[config.mk]
export PLATFORM = sky130hd
export DESIGN_NAME = crc5_t
export DESIGN_NICKNAME = d
export VERILOG_FILES = /design/src/rtl/usb_pkg.sv /design/src/rtl/crc5_t_crc5_gen.sv /design/src/rtl/crc5_t.sv
export SDC_FILE = /design/constraint.sdc
export NUM_CORES = 1
export LEC_CHECK = 0
export ABC_AREA = 0
export CAP_MARGIN = 20
export CORE_AREA = 2 2 70 72
export DETAILED_ROUTE_END_ITERATION = 8
export DIE_AREA = 0 0 72 74
export HOLD_SLACK_MARGIN = 0.1
export PLACE_DENSITY = 0.65
export REMOVE_ABC_BUFFERS = 1
export SLEW_MARGIN = 10
export SYNTH_ARGS = -nofsm -noshare
export SYNTH_HDL_FRONTEND = slang
export SYNTH_SLANG_ARGS = --single-unit
[constraint.sdc]
create_clock -name i_crc5_t_clk -period 1.8 [get_ports i_crc5_t_clk]
set_input_delay 0.45 -clock i_crc5_t_clk [delete_from_list [all_inputs] [get_ports i_crc5_t_clk]]
set_output_delay 0.45 -clock i_crc5_t_clk [all_outputs]
set_load 0.05 [all_outputs]
[src/rtl/usb_pkg.sv]
// usb_pkg: shared PID codes, CRC5 constants/helpers and token-TX FSM states.
package usb_pkg;
    localparam logic [3:0] PID_OUT   = 4'b0001;
    localparam logic [3:0] PID_IN    = 4'b1001;
    localparam logic [3:0] PID_SOF   = 4'b0101;
    localparam logic [3:0] PID_SETUP = 4'b1101;
    localparam logic [3:0] PID_PING  = 4'b0100;
    localparam logic [3:0] PID_DATA0 = 4'b0011;
    localparam logic [3:0] PID_DATA1 = 4'b1011;
    localparam logic [3:0] PID_DATA2 = 4'b0111;
    localparam logic [3:0] PID_MDATA = 4'b1111;
    localparam logic [3:0] PID_ACK   = 4'b0010;
    localparam logic [3:0] PID_NAK   = 4'b1010;
    localparam logic [3:0] PID_STALL = 4'b1110;
    localparam logic [3:0] PID_NYET  = 4'b0110;

    localparam logic [4:0] CRC5_POLY     = 5'b00101;
    localparam logic [4:0] CRC5_INIT     = 5'b11111;
    localparam logic [4:0] CRC5_RESIDUAL = 5'b01100;

    typedef enum logic [2:0] {ST_IDLE, ST_PID, ST_B1, ST_B2, ST_GAP} state_t;

    function automatic logic is_token(input logic [3:0] pid);
        return pid == PID_OUT || pid == PID_IN || pid == PID_SOF ||
               pid == PID_SETUP || pid == PID_PING;
    endfunction

    // Serial CRC5 remainder, d[0] is the first bit on the wire.
    function automatic logic [4:0] crc5_rem(input logic [10:0] d);
        logic [4:0] crc;
        crc = CRC5_INIT;
        for (int i = 0; i < 11; i++)
            crc = {crc[3:0], 1'b0} ^ ((d[i] ^ crc[4]) ? CRC5_POLY : 5'b0);
        return crc;
    endfunction
endpackage

[src/rtl/crc5_t_crc5_gen.sv]
// crc5_gen: combinational CRC5 over an 11-bit token field, inverted output.
//   i_data  11-bit field, bit 0 first on the wire
//   o_crc   inverted remainder; o_crc[4] is the first CRC bit on the wire
module crc5_gen
    import usb_pkg::*;
(
    input  logic [10:0] i_data,
    output logic [4:0]  o_crc
);
    assign o_crc = ~crc5_rem(i_data);
endmodule

[src/rtl/crc5_t.sv]
// crc5_t: token packet transmitter (PID, field byte, field+CRC5 byte) over a byte stream.
//   i_crc5_t_clk/rst           clock, synchronous active-high reset
//   i_crc5_t_req/pid/addr/endp/frame, o_crc5_t_req_ready/req_err   request side
//   o_crc5_t_tx_lp_data/sop/eop/valid, i_crc5_t_tx_lp_ready          link-layer side
//   o_crc5_t_done              pulse after the eop beat is accepted
module crc5_t
    import usb_pkg::*;
#(
    parameter int IFG_CYCLES = 2,
    parameter bit CHK_PID    = 1'b1
) (
    input  logic        i_crc5_t_clk,
    input  logic        i_crc5_t_rst,
    input  logic        i_crc5_t_req,
    input  logic [3:0]  i_crc5_t_pid,
    input  logic [6:0]  i_crc5_t_addr,
    input  logic [3:0]  i_crc5_t_endp,
    input  logic [10:0] i_crc5_t_frame,
    input  logic        i_crc5_t_tx_lp_ready,
    output logic        o_crc5_t_req_ready,
    output logic        o_crc5_t_req_err,
    output logic        o_crc5_t_done,
    output logic [7:0]  o_crc5_t_tx_lp_data,
    output logic        o_crc5_t_tx_lp_sop,
    output logic        o_crc5_t_tx_lp_eop,
    output logic        o_crc5_t_tx_lp_valid
);
    state_t      state_q, state_d;
    logic [3:0]  cnt_q, cnt_d;
    logic [10:0] fld_q, fld_d;
    logic [7:0]  data_q, data_d;
    logic        sop_q, sop_d, eop_q, eop_d, valid_q, valid_d;
    logic        req_ready_q, req_ready_d, req_err_q, req_err_d, done_q, done_d;
    logic [4:0]  crc;
    logic        fire;

    // Token and SOF share one layout: byte1 = fld[7:0], byte2 tail = fld[10:8].
    crc5_gen u_crc (.i_data(fld_q), .o_crc(crc));

    assign fire = valid_q & i_crc5_t_tx_lp_ready;

    always_comb begin
        state_d   = state_q;
        cnt_d     = cnt_q;
        fld_d     = fld_q;
        data_d    = data_q;
        sop_d     = sop_q;
        eop_d     = eop_q;
        valid_d   = valid_q;
        req_err_d = 1'b0;
        done_d    = 1'b0;
        case (state_q)
            ST_IDLE: if (i_crc5_t_req) begin
                fld_d = i_crc5_t_pid == PID_SOF ? i_crc5_t_frame : {i_crc5_t_endp, i_crc5_t_addr};
                if (CHK_PID && !is_token(i_crc5_t_pid)) begin
                    req_err_d = 1'b1;
                end else begin
                    state_d = ST_PID;
                    data_d  = {~i_crc5_t_pid, i_crc5_t_pid};
                    sop_d   = 1'b1;
                    valid_d = 1'b1;
                end
            end
            ST_PID: if (fire) begin
                state_d = ST_B1;
                data_d  = fld_q[7:0];
                sop_d   = 1'b0;
            end
            ST_B1: if (fire) begin
                state_d = ST_B2;
                data_d  = {crc[0], crc[1], crc[2], crc[3], crc[4], fld_q[10:8]};
                eop_d   = 1'b1;
            end
            ST_B2: if (fire) begin
                state_d = IFG_CYCLES == 0 ? ST_IDLE : ST_GAP;
                cnt_d   = '0;
                data_d  = '0;
                eop_d   = 1'b0;
                valid_d = 1'b0;
                done_d  = 1'b1;
            end
            ST_GAP: begin
                cnt_d   = cnt_q + 4'd1;
                state_d = cnt_q == 4'(IFG_CYCLES - 1) ? ST_IDLE : ST_GAP;
            end
            default: state_d = ST_IDLE;
        endcase
        req_ready_d = state_d == ST_IDLE;
    end

    always_ff @(posedge i_crc5_t_clk) begin
        if (i_crc5_t_rst) begin
            state_q     <= ST_IDLE;
            cnt_q       <= '0;
            fld_q       <= '0;
            data_q      <= '0;
            sop_q       <= 1'b0;
            eop_q       <= 1'b0;
            valid_q     <= 1'b0;
            req_ready_q <= 1'b1;
            req_err_q   <= 1'b0;
            done_q      <= 1'b0;
        end else begin
            state_q     <= state_d;
            cnt_q       <= cnt_d;
            fld_q       <= fld_d;
            data_q      <= data_d;
            sop_q       <= sop_d;
            eop_q       <= eop_d;
            valid_q     <= valid_d;
            req_ready_q <= req_ready_d;
            req_err_q   <= req_err_d;
            done_q      <= done_d;
        end
    end

    assign o_crc5_t_req_ready   = req_ready_q;
    assign o_crc5_t_req_err     = req_err_q;
    assign o_crc5_t_done        = done_q;
    assign o_crc5_t_tx_lp_data  = data_q;
    assign o_crc5_t_tx_lp_sop   = sop_q;
    assign o_crc5_t_tx_lp_eop   = eop_q;
    assign o_crc5_t_tx_lp_valid = valid_q;
endmodule

==> results.py, run 1 <==
metrics = {
    "timing": {
        "fin_crit_sh_pct": 96.3,
        "setup_viol": 0,
        "max_freq_ghz": 0.577,
        "maxSlewHeadroom_pct": 75.5,
        "fin_skew_ns": 0.00493,
        "finalHoldViolations": 0,
        "fin_ws_ns": 0.0673,
        "finalMaxSlewViolations": 0,
        "worstMarginPinSlew_ns": 0.366,
        "period_needed_ns": 1.73,
        "tns_ns": 0,
        "rsz0062_at_grt": "false",
    },
    "die": {
        "die_y_um": 74,
        "ioPinCount": 44,
        "core-area_um2": 4600,
        "num_rows": 25,
        "start_util_pct": 38.1,
        "die_w_um": 72,
        "dieArea_um2": 5330,
    },
    "synthesis": {
        "yosysTopAreaCellShare_pct": 36.6,
        "synth_area_leaders": "dfxtp_1 37%, nor2_1 7.3%, mux2i_1 6.9%",
        "yosysUniqueCellTypes": 39,
        "syn-cell-area_um2": 1750,
        "synth_warnings": 0,
        "yosysSeqAreaShare_pct": 36.6,
        "avgSynthCellArea_um2": 8.63,
        "yosys.area.top_type": "dfxtp_1",
        "ys_seq_elements": 32,
        "syn_inst": 203,
    },
    "placement": {
        "hpwlAfterDp_um": 3120,
        "gp_congestion": 0.805,
        "dpl_worst_slack_ns": -0.341,
        "portBuffers": 43,
    },
    "worst_setup_path": {
        "end_kind": "register",
        "worst-setup-path-type": "primary input to register",
        "reg2reg_from": "state_q[1]",
        "cp.required_ns": 1.98,
        "startpoint": "i_crc5_t_pid[2]",
        "critPathLaunchType": "primary input",
        "worstPathArrival_ns": 1.91,
        "crit_path_max_fanout": 4,
    },
    "global_route": {
        "grt_pass1_vias": 1442,
        "grt.overflow.total": 0,
        "grt_pass1_wl_um": 6760,
        "track_usage_pct": 16.6,
        "antenna_found_initial": 0,
        "grt_max_degree": 33,
    },
    "cells_and_area": {
        "num_antenna_cells": 0,
        "fin_nets": 296,
        "final_util_pct": 53.9,
        "num-fill-cells": 451,
        "mostFrequentLayoutCells": "37 x buf_4, 34 x nor2_1, 32 x dfxtp_1",
        "final_common_cell": "buf_4",
        "layout-drive-gt1-share_pct": 21.5,
        "synthToLayoutAreaGrowth_pct": 41.5,
    },
    "detailed_routing": {
        "drt-initial-drc-count": 76,
        "drc": 0,
        "viasPerCell": 4.95,
        "vias": 1578,
        "wl_per_cell_um": 12.8,
        "ant_nets": 0,
        "wirelength_um": 4070,
        "firstDrtPassIters": 4,
    },
    "power_and_ir_drop": {
        "power_switching_uw": 549,
        "worst_ir_drop_vdd_uv": 280,
        "switching_share_pct": 27.8,
        "p_total_mw": 1.98,
        "power_frac_seq_pct": 39.6,
        "p_leak_nw": 0.979,
        "power_density_nw_per_um2": 797,
        "comb_power_share_pct": 26.4,
        "internal_power_mw": 1.43,
        "p_clk_share_pct": 34.1,
    },
    "clock_tree": {
        "cts_tree": "yes",
        "cts.path.max_buffers": 2,
        "numCtsBuffers": 5,
        "cts-root-buf": "clkbuf_8",
        "clock_latency_ns": 0.28,
        "path_clk_slew_ns": 0.07,
        "htreeDepth": 2,
        "ctsHoldBuffers": 0,
        "cts.sinks": 32,
    },
    "run": {
        "drv_cap": 0,
    },
    "outcome": {
        "status": "finished, final reports clean",
    },
    "min_path": {
        "min_path_type": "register to register",
        "min_from": "o_crc5_t_tx_lp_data[0]",
    },
}
[layout make-up]
cell class,instances,area [um^2],share of cell area [%]
Sequential cell,32,641,25.8
Clock inverter,2,35.0,1.41
Inverter,4,15.0,0.606
Clock buffer,6,72.6,2.93
Timing Repair Buffer,67,588,23.7
Multi-Input combinational cell,154,1060,42.8
Tap cell,54,67.6,2.73
[through the flow]
step           instance area (um^2)  hold slack [ns]  instances
2_1_floorplan                  1690            0.480        190
3_3_place_gp                   2350            0.446        311
3_5_place_dp                   2350            0.474        311
4_1_cts                        2460            0.484        319
5_1_grt                        2480            0.528        319
6_report                       2480            0.476        319
[power groups by stage]
| stage | Sequential [mW] | Combinational, mW | Clock, mW |
|---|---|---|---|
| floorplan | 0.855 | 0.261 | 0 |
| global placement | 0.797 | 0.515 | 0 |
| detailed placement | 0.797 | 0.518 | 0 |
| CTS | 0.781 | 0.522 | 0.693 |
| global route | 0.786 | 0.568 | 0.721 |
| finish | 0.782 | 0.521 | 0.673 |
[synthesized netlist by cell type]
library cell and n:
a31oi_1 1, nor3_2 2, or2_1 1, and2_1 1, and3b_1 1, a211oi_1 14
buf_2 2, inv_1 4, nor4b_4 1, a311oi_1 1, xnor3_1 2, o21ai_0 7
xor2_1 4, a21o_1 1, and3_1 3, nand2_1 8, or2_2 1, a22oi_1 2
ha_1 2, nand3_1 4, clkbuf_1 7, nor2_1 34, mux2i_1 12, mux2_2 1
dfxtp_1 32, a21oi_1 13, nor3_1 9, buf_1 2, xnor2_2 1, nor3b_1 1
a221oi_1 1, a211oi_2 1, o22ai_1 3, o211ai_1 1, buf_4 2, nand3b_1 1
nor2b_1 7, xnor2_1 12, o211a_4 1
[what timing repair did]
action	CTS	global route
cloned	0	0
resized for setup	2	3
endpoints found under the setup margin	11	6
setup buffers	0	0
[critical path, cell delays in order]
cell and delay, ns:
clkdlybuf4s50_1 0.45, nor2b_4 0.16, o211a_4 0.25, or2_4 0.27, buf_4 0.15, nor2_1 0.12, nor3_2 0.06
[logic make-up after synthesis]
| family | synth area share (%) |
|---|---|
| AO/OA/AOI/OAI | 17.6 |
| XOR/XNOR | 11.5 |
| adder cells (fa/ha/maj) | 1.43 |
| buffers and inverters | 4.21 |
| flip-flops | 36.6 |
| multiplexers | 7.50 |
| AND/OR/NAND/NOR | 21.2 |
[sequential cells by signal (all words and copies together) (netlist names)]
register	flops
fld_q	11
o_crc5_t_tx_lp_data	8
cnt_q	4
state_q	3
o_crc5_t_done	1
o_crc5_t_req_err	1
o_crc5_t_req_ready	1
o_crc5_t_tx_lp_eop	1
o_crc5_t_tx_lp_sop	1
o_crc5_t_tx_lp_valid	1
[final timing paths]
kind | endpoint | slack, ns | depth (start not counted)
max | o_crc5_t_tx_lp_data[7] | 0.07 | 7
min | o_crc5_t_tx_lp_data[0] | 0.48 | 2
max reg2reg | cnt_q[3] | 0.20 | 6
min reg2reg | o_crc5_t_tx_lp_data[0] | 0.48 | 2
[metal layers]
layer / global-route usage, % / share of wire (%) / up-vias
li1: - / - / 829
met1: 22.1 / 48 / 707
met2: 25.5 / 46 / 38
met3: 4.20 / 4.4 / 4
met4: 7.76 / 1.4 / 0
met5: 0 / 0 / -
No activity file was read; power rests on OpenSTA's default activity.
==> inputs of run 2 (changes only) <==
--- a/config.mk
+++ b/config.mk
@@ -7,11 +7,12 @@
 export LEC_CHECK = 0
 export ABC_AREA = 0
 export CAP_MARGIN = 20
-export CORE_AREA = 2 2 70 72
+export CORE_AREA = 5 5 73 75
+export CTS_BUF_LIST = sky130_fd_sc_hd__clkbuf_8
 export DETAILED_ROUTE_END_ITERATION = 8
-export DIE_AREA = 0 0 72 74
+export DIE_AREA = 0 0 78 80
+export DONT_BUFFER_PORTS = 1
 export HOLD_SLACK_MARGIN = 0.1
-export PLACE_DENSITY = 0.65
 export REMOVE_ABC_BUFFERS = 1
 export SLEW_MARGIN = 10
 export SYNTH_ARGS = -nofsm -noshare
==> run 2 against run 1 <==
Against the previous run:
- worst setup slack improved by 0.12 ns
- combinational power decreased by 37%
- non-clock buffer count decreased by 55
- critical endpoint is now o_crc5_t_tx_lp_data[4]
- critical path type is now register to register
- die area increased by 17%
- largest power group unchanged
- maximum frequency increased by 7.3%
==> results.py, run 2 (same netlist as run 1, synthesis figures left out) <==
metrics = {
    "run": {
        "drv_cap": 0,
    },
    "detailed_routing": {
        "ant_nets": 0,
        "wirelength_um": 3850,
        "drt-initial-drc-count": 46,
        "firstDrtPassIters": 4,
        "viasPerCell": 5.20,
        "wl_per_cell_um": 14.6,
        "vias": 1374,
        "drc": 0,
    },
    "worst_setup_path": {
        "cp_slowest_cell": "dfxtp_1",
        "reg2reg_to": "o_crc5_t_tx_lp_data[4]",
        "cpPeakStageDelay_ns": 0.38,
        "cp_common_cell": "buf_4",
        "crit_path_cell_trace": "buf_4 -> nor2b_1 -> buf_4 -> a21oi_1 -> o22ai_1 -> a211oi_1 -> nor3_1",
        "startpoint": "state_q[0]",
        "end_kind": "register",
        "cp.required_ns": 1.97,
        "reg2reg_depth": 7,
        "reg2reg_from": "state_q[0]",
        "reg2reg_setup_slack_ns": 0.19,
        "worstPathArrival_ns": 1.78,
        "critPathLaunchType": "register",
        "crit_path_max_fanout": 11,
        "worst-setup-path-type": "register to register",
    },
    "cells_and_area": {
        "synthToLayoutAreaGrowth_pct": 11.9,
        "fin_nets": 241,
        "num_antenna_cells": 0,
        "multiInputGateArea_um2": 1040,
        "largest_reg_flops": 11,
        "num-fill-cells": 467,
        "final_util_pct": 42.6,
        "layout-drive-gt1-share_pct": 12.9,
        "mostFrequentLayoutCells": "34 x nor2_1, 32 x dfxtp_1, 14 x a211oi_1",
        "stdcell_area_um2": 1960,
        "regArea_um2": 641,
        "max_flop_register": "fld_q",
        "final_common_cell": "nor2_1",
    },
    "timing": {
        "setup_viol": 0,
        "finalHoldViolations": 0,
        "finalMaxSlewViolations": 0,
        "max_freq_ghz": 0.619,
        "fin_crit_sh_pct": 89.7,
        "worstMarginPinSlew_ns": 0.525,
        "period_needed_ns": 1.61,
        "maxSlewHeadroom_pct": 64.9,
        "rsz0062_at_grt": "false",
        "fin_skew_ns": 0.00150,
        "fin_hold_ws_ns": 0.234,
        "tns_ns": 0,
    },
    "global_route": {
        "grt_pass1_vias": 1349,
        "antenna_found_initial": 0,
        "grt.overflow.total": 0,
        "grt_max_degree": 33,
        "track_usage_pct": 13.1,
        "grt_pass1_wl_um": 6570,
    },
    "die": {
        "die_w_um": 78,
        "dieArea_um2": 6240,
        "start_util_pct": 38.1,
        "num_rows": 25,
        "core-area_um2": 4600,
        "ioPinCount": 44,
        "die_y_um": 80,
    },
    "clock_tree": {
        "htreeDepth": 2,
        "numCtsBuffers": 5,
        "cts-root-buf": "clkbuf_8",
        "ctsHoldBuffers": 0,
        "clock_latency_ns": 0.28,
        "path_clk_slew_ns": 0.06,
        "cts.path.max_buffers": 2,
        "cts.sinks": 32,
        "cts_tree": "yes",
    },
    "power_and_ir_drop": {
        "worst_ir_drop_vdd_uv": 407,
        "power_density_nw_per_um2": 874,
        "power_frac_seq_pct": 49.1,
        "switching_share_pct": 28.8,
        "power_switching_uw": 494,
        "p_leak_nw": 0.724,
        "p_total_mw": 1.71,
        "p_clk_share_pct": 31.9,
        "comb_power_share_pct": 19.1,
        "internal_power_mw": 1.22,
    },
    "placement": {
        "dpl_cell_area_um2": 1860,
        "hpwlAfterDp_um": 2990,
        "gp_congestion": 0.827,
        "portBuffers": 0,
    },
    "min_path": {
        "holdPathStages": 1,
        "hold_path_end": "fld_q[9]",
        "min_path_type": "primary input to register",
        "min_from": "i_crc5_t_rst",
    },
    "outcome": {
        "status": "finished, final reports clean",
    },
}
-- run 2: timing repair --
action | CTS | global route
buffers inserted | 0 | 0
setup endpoints to repair | 0 | 1
gates resized for setup | 0 | 1
-- run 2: power by group through the flow --
stage | Combinational, mW | Sequential (mW) | Clock [mW]
after floorplan | 0.261 | 0.855 | 0
after global placement | 0.326 | 0.856 | 0
after detailed placement | 0.327 | 0.857 | 0
after CTS | 0.328 | 0.841 | 0.568
after global routing | 0.365 | 0.846 | 0.609
final | 0.327 | 0.840 | 0.546
-- run 2: layout make-up --
type                       count  share of cell area, %
clock inverter                 2                  0.383
tap                           54                   3.45
multi-input combinational    154                   53.3
clock buffer                   6                   4.21
sequential                    32                   32.7
inverter                       4                  0.766
timing repair buffer          12                   5.23
-- run 2: worst max-delay path by stage --
stage / depth (start not counted) / to
after global placement: 5 / o_crc5_t_tx_lp_data[7]
after global routing: 5 / o_crc5_t_tx_lp_data[1]
after CTS: 5 / o_crc5_t_tx_lp_data[7]
after detailed placement: 5 / o_crc5_t_tx_lp_data[7]
final: 7 / o_crc5_t_tx_lp_data[4]
after floorplan: 5 / o_crc5_t_tx_lp_data[1]
-- run 2: metal layers --
| layer | GRT usage [%] | vias to the layer above | wire length, um |
|---|---|---|---|
| met5 | 0 | - | 0 |
| met4 | 4.56 | 0 | 61 |
| met3 | 5.19 | 7 | 305 |
| met2 | 20.1 | 39 | 1680 |
| met1 | 16.6 | 609 | 1810 |
| li1 | - | 719 | - |
-- run 2: worst max-delay path: cells and delay by family, from the launching register on --
kind                   cells  cell delay, ns
DFF                        1            0.38
AOI/OAI and AO/OA          3            0.52
buffers and inverters      2            0.38
and+or+nand+nor            2            0.23
-- run 2: per-stage QoR --
stage,std cells,setup WS (ns)
6_report,264,0.185
5_1_grt,264,0.0328
4_1_cts,264,0.132
3_5_place_dp,256,0.153
3_3_place_gp,256,0.180
2_1_floorplan,190,-0.339
==> inputs of run 3 (changes only) <==
--- a/config.mk
+++ b/config.mk
@@ -6,13 +6,14 @@
 export NUM_CORES = 1
 export LEC_CHECK = 0
 export ABC_AREA = 0
-export CAP_MARGIN = 20
+export CAP_MARGIN = 0
 export CORE_AREA = 5 5 73 75
 export CTS_BUF_LIST = sky130_fd_sc_hd__clkbuf_8
 export DETAILED_ROUTE_END_ITERATION = 8
 export DIE_AREA = 0 0 78 80
 export DONT_BUFFER_PORTS = 1
 export HOLD_SLACK_MARGIN = 0.1
+export MAX_ROUTING_LAYER = met4
 export REMOVE_ABC_BUFFERS = 1
 export SLEW_MARGIN = 10
 export SYNTH_ARGS = -nofsm -noshare
==> run 3 against run 2 <==
Against the previous run:
- global-route usage grew 0.37 points
- routed wire length is 0.18% higher
- sequential power barely moved
- clock skew stayed put
- non-clock buffer count did not move
- critical path type unchanged
- largest power group unchanged
- highest routed layer unchanged
==> results.py, run 3 (same netlist as run 1, synthesis figures left out) <==
metrics = {
    "detailed_routing": {
        "viasPerCell": 5.17,
        "drt-initial-drc-count": 44,
        "highest_layer": "met4",
        "wl_met3_um": 302,
        "firstDrtPassIters": 4,
        "met1Wirelength_um": 1810,
        "wl_per_cell_um": 14.6,
        "route.met2.wl_um": 1680,
        "ant_nets": 0,
        "vias": 1366,
        "wirelength_um": 3860,
        "drc": 0,
    },
    "global_route": {
        "grt_pass1_wl_um": 6580,
        "antenna_found_initial": 0,
        "grt_max_degree": 33,
        "grt_pass1_vias": 1346,
        "grt.overflow.total": 0,
        "track_usage_pct": 13.5,
    },
    "worst_setup_path": {
        "end_kind": "register",
        "reg2reg_setup_slack_ns": 0.18,
        "reg2reg_to": "o_crc5_t_tx_lp_data[4]",
        "cp_common_cell": "buf_4",
        "crit_path_cell_trace": "buf_4 -> nor2b_1 -> buf_4 -> a21oi_1 -> o22ai_1 -> a211oi_1 -> nor3_1",
        "cp_slowest_cell": "dfxtp_1",
        "worstPathArrival_ns": 1.79,
        "reg2reg_depth": 7,
        "cpPeakStageDelay_ns": 0.38,
        "crit_path_max_fanout": 11,
        "reg2reg_from": "state_q[0]",
        "worst-setup-path-type": "register to register",
        "critPathLaunchType": "register",
        "cp.required_ns": 1.97,
    },
    "clock_tree": {
        "post_cts_buffers": 0,
        "clock_latency_ns": 0.28,
        "cts-root-buf": "clkbuf_8",
        "cts_tree": "yes",
        "path_clk_slew_ns": 0.06,
        "cts.path.max_buffers": 2,
        "numCtsBuffers": 5,
        "cts.sinks": 32,
        "htreeDepth": 2,
    },
    "power_and_ir_drop": {
        "worst_ir_drop_vdd_uv": 407,
        "p_total_mw": 1.71,
        "power_density_nw_per_um2": 874,
        "p_leak_nw": 0.724,
    },
    "timing": {
        "fin_skew_ns": 0.00150,
        "fin_ws_ns": 0.180,
        "fin_hold_ws_ns": 0.234,
        "maxSlewHeadroom_pct": 64.9,
        "max_freq_ghz": 0.617,
        "setup_viol": 0,
        "finalMaxSlewViolations": 0,
        "worstMarginPinSlew_ns": 0.525,
        "period_needed_ns": 1.62,
        "fin_crit_sh_pct": 90.0,
        "rsz0062_at_grt": "false",
        "finalHoldViolations": 0,
    },
    "placement": {
        "portBuffers": 0,
        "dpl_worst_slack_ns": 0.153,
        "gp_congestion": 0.840,
        "hpwlAfterDp_um": 2990,
        "dpl_cell_area_um2": 1860,
        "placed_cells": 256,
    },
    "outcome": {
        "status": "finished, final reports clean",
    },
    "cells_and_area": {
        "fin_nets": 241,
        "final_common_cell": "nor2_1",
        "synthToLayoutAreaGrowth_pct": 11.9,
        "mostFrequentLayoutCells": "34 x nor2_1, 32 x dfxtp_1, 14 x a211oi_1",
        "final_cell_count_no_fill": 264,
        "largest_reg_flops": 11,
        "stdcell_area_um2": 1960,
        "max_flop_register": "fld_q",
        "layout-drive-gt1-share_pct": 12.9,
        "num_antenna_cells": 0,
    },
    "die": {
        "die_w_um": 78,
        "start_util_pct": 38.1,
        "num_rows": 25,
        "die_y_um": 80,
        "dieArea_um2": 6240,
        "ioPinCount": 44,
        "core-area_um2": 4600,
    },
    "min_path": {
        "hold_path_end": "fld_q[9]",
        "min_from": "i_crc5_t_rst",
        "holdPathStages": 1,
        "min_path_type": "primary input to register",
    },
    "run": {
        "drv_cap": 0,
    },
}
[run 3: cell counts in the layout (fill, tap and decap cells not counted)]
Identical to the previous run, type by type.
[run 3: power breakdown]
part,leakage (nW),total [mW],switching (mW),internal (mW)
Combinational,0.408,0.327,0.156,0.171
Clock,0.0538,0.546,0.246,0.300
Sequential,0.262,0.841,0.0916,0.749
[run 3: repair_timing]
action | in CTS | in global routing
endpoints found under the setup margin | 0 | 1
resized for setup | 0 | 1
hold buffers | 0 | 0
[run 3: cell type report]
| class | count | area [um^2] |
|---|---|---|
| Clock buffer | 6 | 82.6 |
| Clock inverter | 2 | 7.51 |
| Fill cell | 467 | 2640 |
| Inverter | 4 | 15.0 |
| Multi-Input combinational cell | 154 | 1040 |
| Sequential cell | 32 | 641 |
| Tap cell | 54 | 67.6 |
| Timing Repair Buffer | 12 | 103 |
[run 3: through the flow]
step | TNS (ns) | util, %
global route | 0 | 42.6
detailed placement | 0 | 40.5
finish | 0 | 42.6
CTS | 0 | 42.5
global placement | 0 | 40.5
floorplan | -2.06 | -
[run 3: worst max-delay path by stage]
stage                    start                endpoint  cells after the start
floorplan           state_q[1]  o_crc5_t_tx_lp_data[1]                      5
global placement      fld_q[4]  o_crc5_t_tx_lp_data[7]                      5
detailed placement    fld_q[4]  o_crc5_t_tx_lp_data[7]                      5
CTS                   fld_q[4]  o_crc5_t_tx_lp_data[7]                      5
global route        state_q[0]  o_crc5_t_tx_lp_data[1]                      5
finish              state_q[0]  o_crc5_t_tx_lp_data[4]                      7
[run 3: critical path, delay by kind of cell, from the launching register on]
family                 cells  cell delay [ns]
DFF                        1             0.38
buffers and inverters      2             0.38
and+or+nand+nor            2             0.23
AOI/OAI and AO/OA          3             0.52
[run 3: layer usage]
layer  up-vias  GRT usage [%]
met3         7           5.19
met5         -              -
li1        720              -
met1       602           16.7
met4         0           4.56
met2        37           20.1
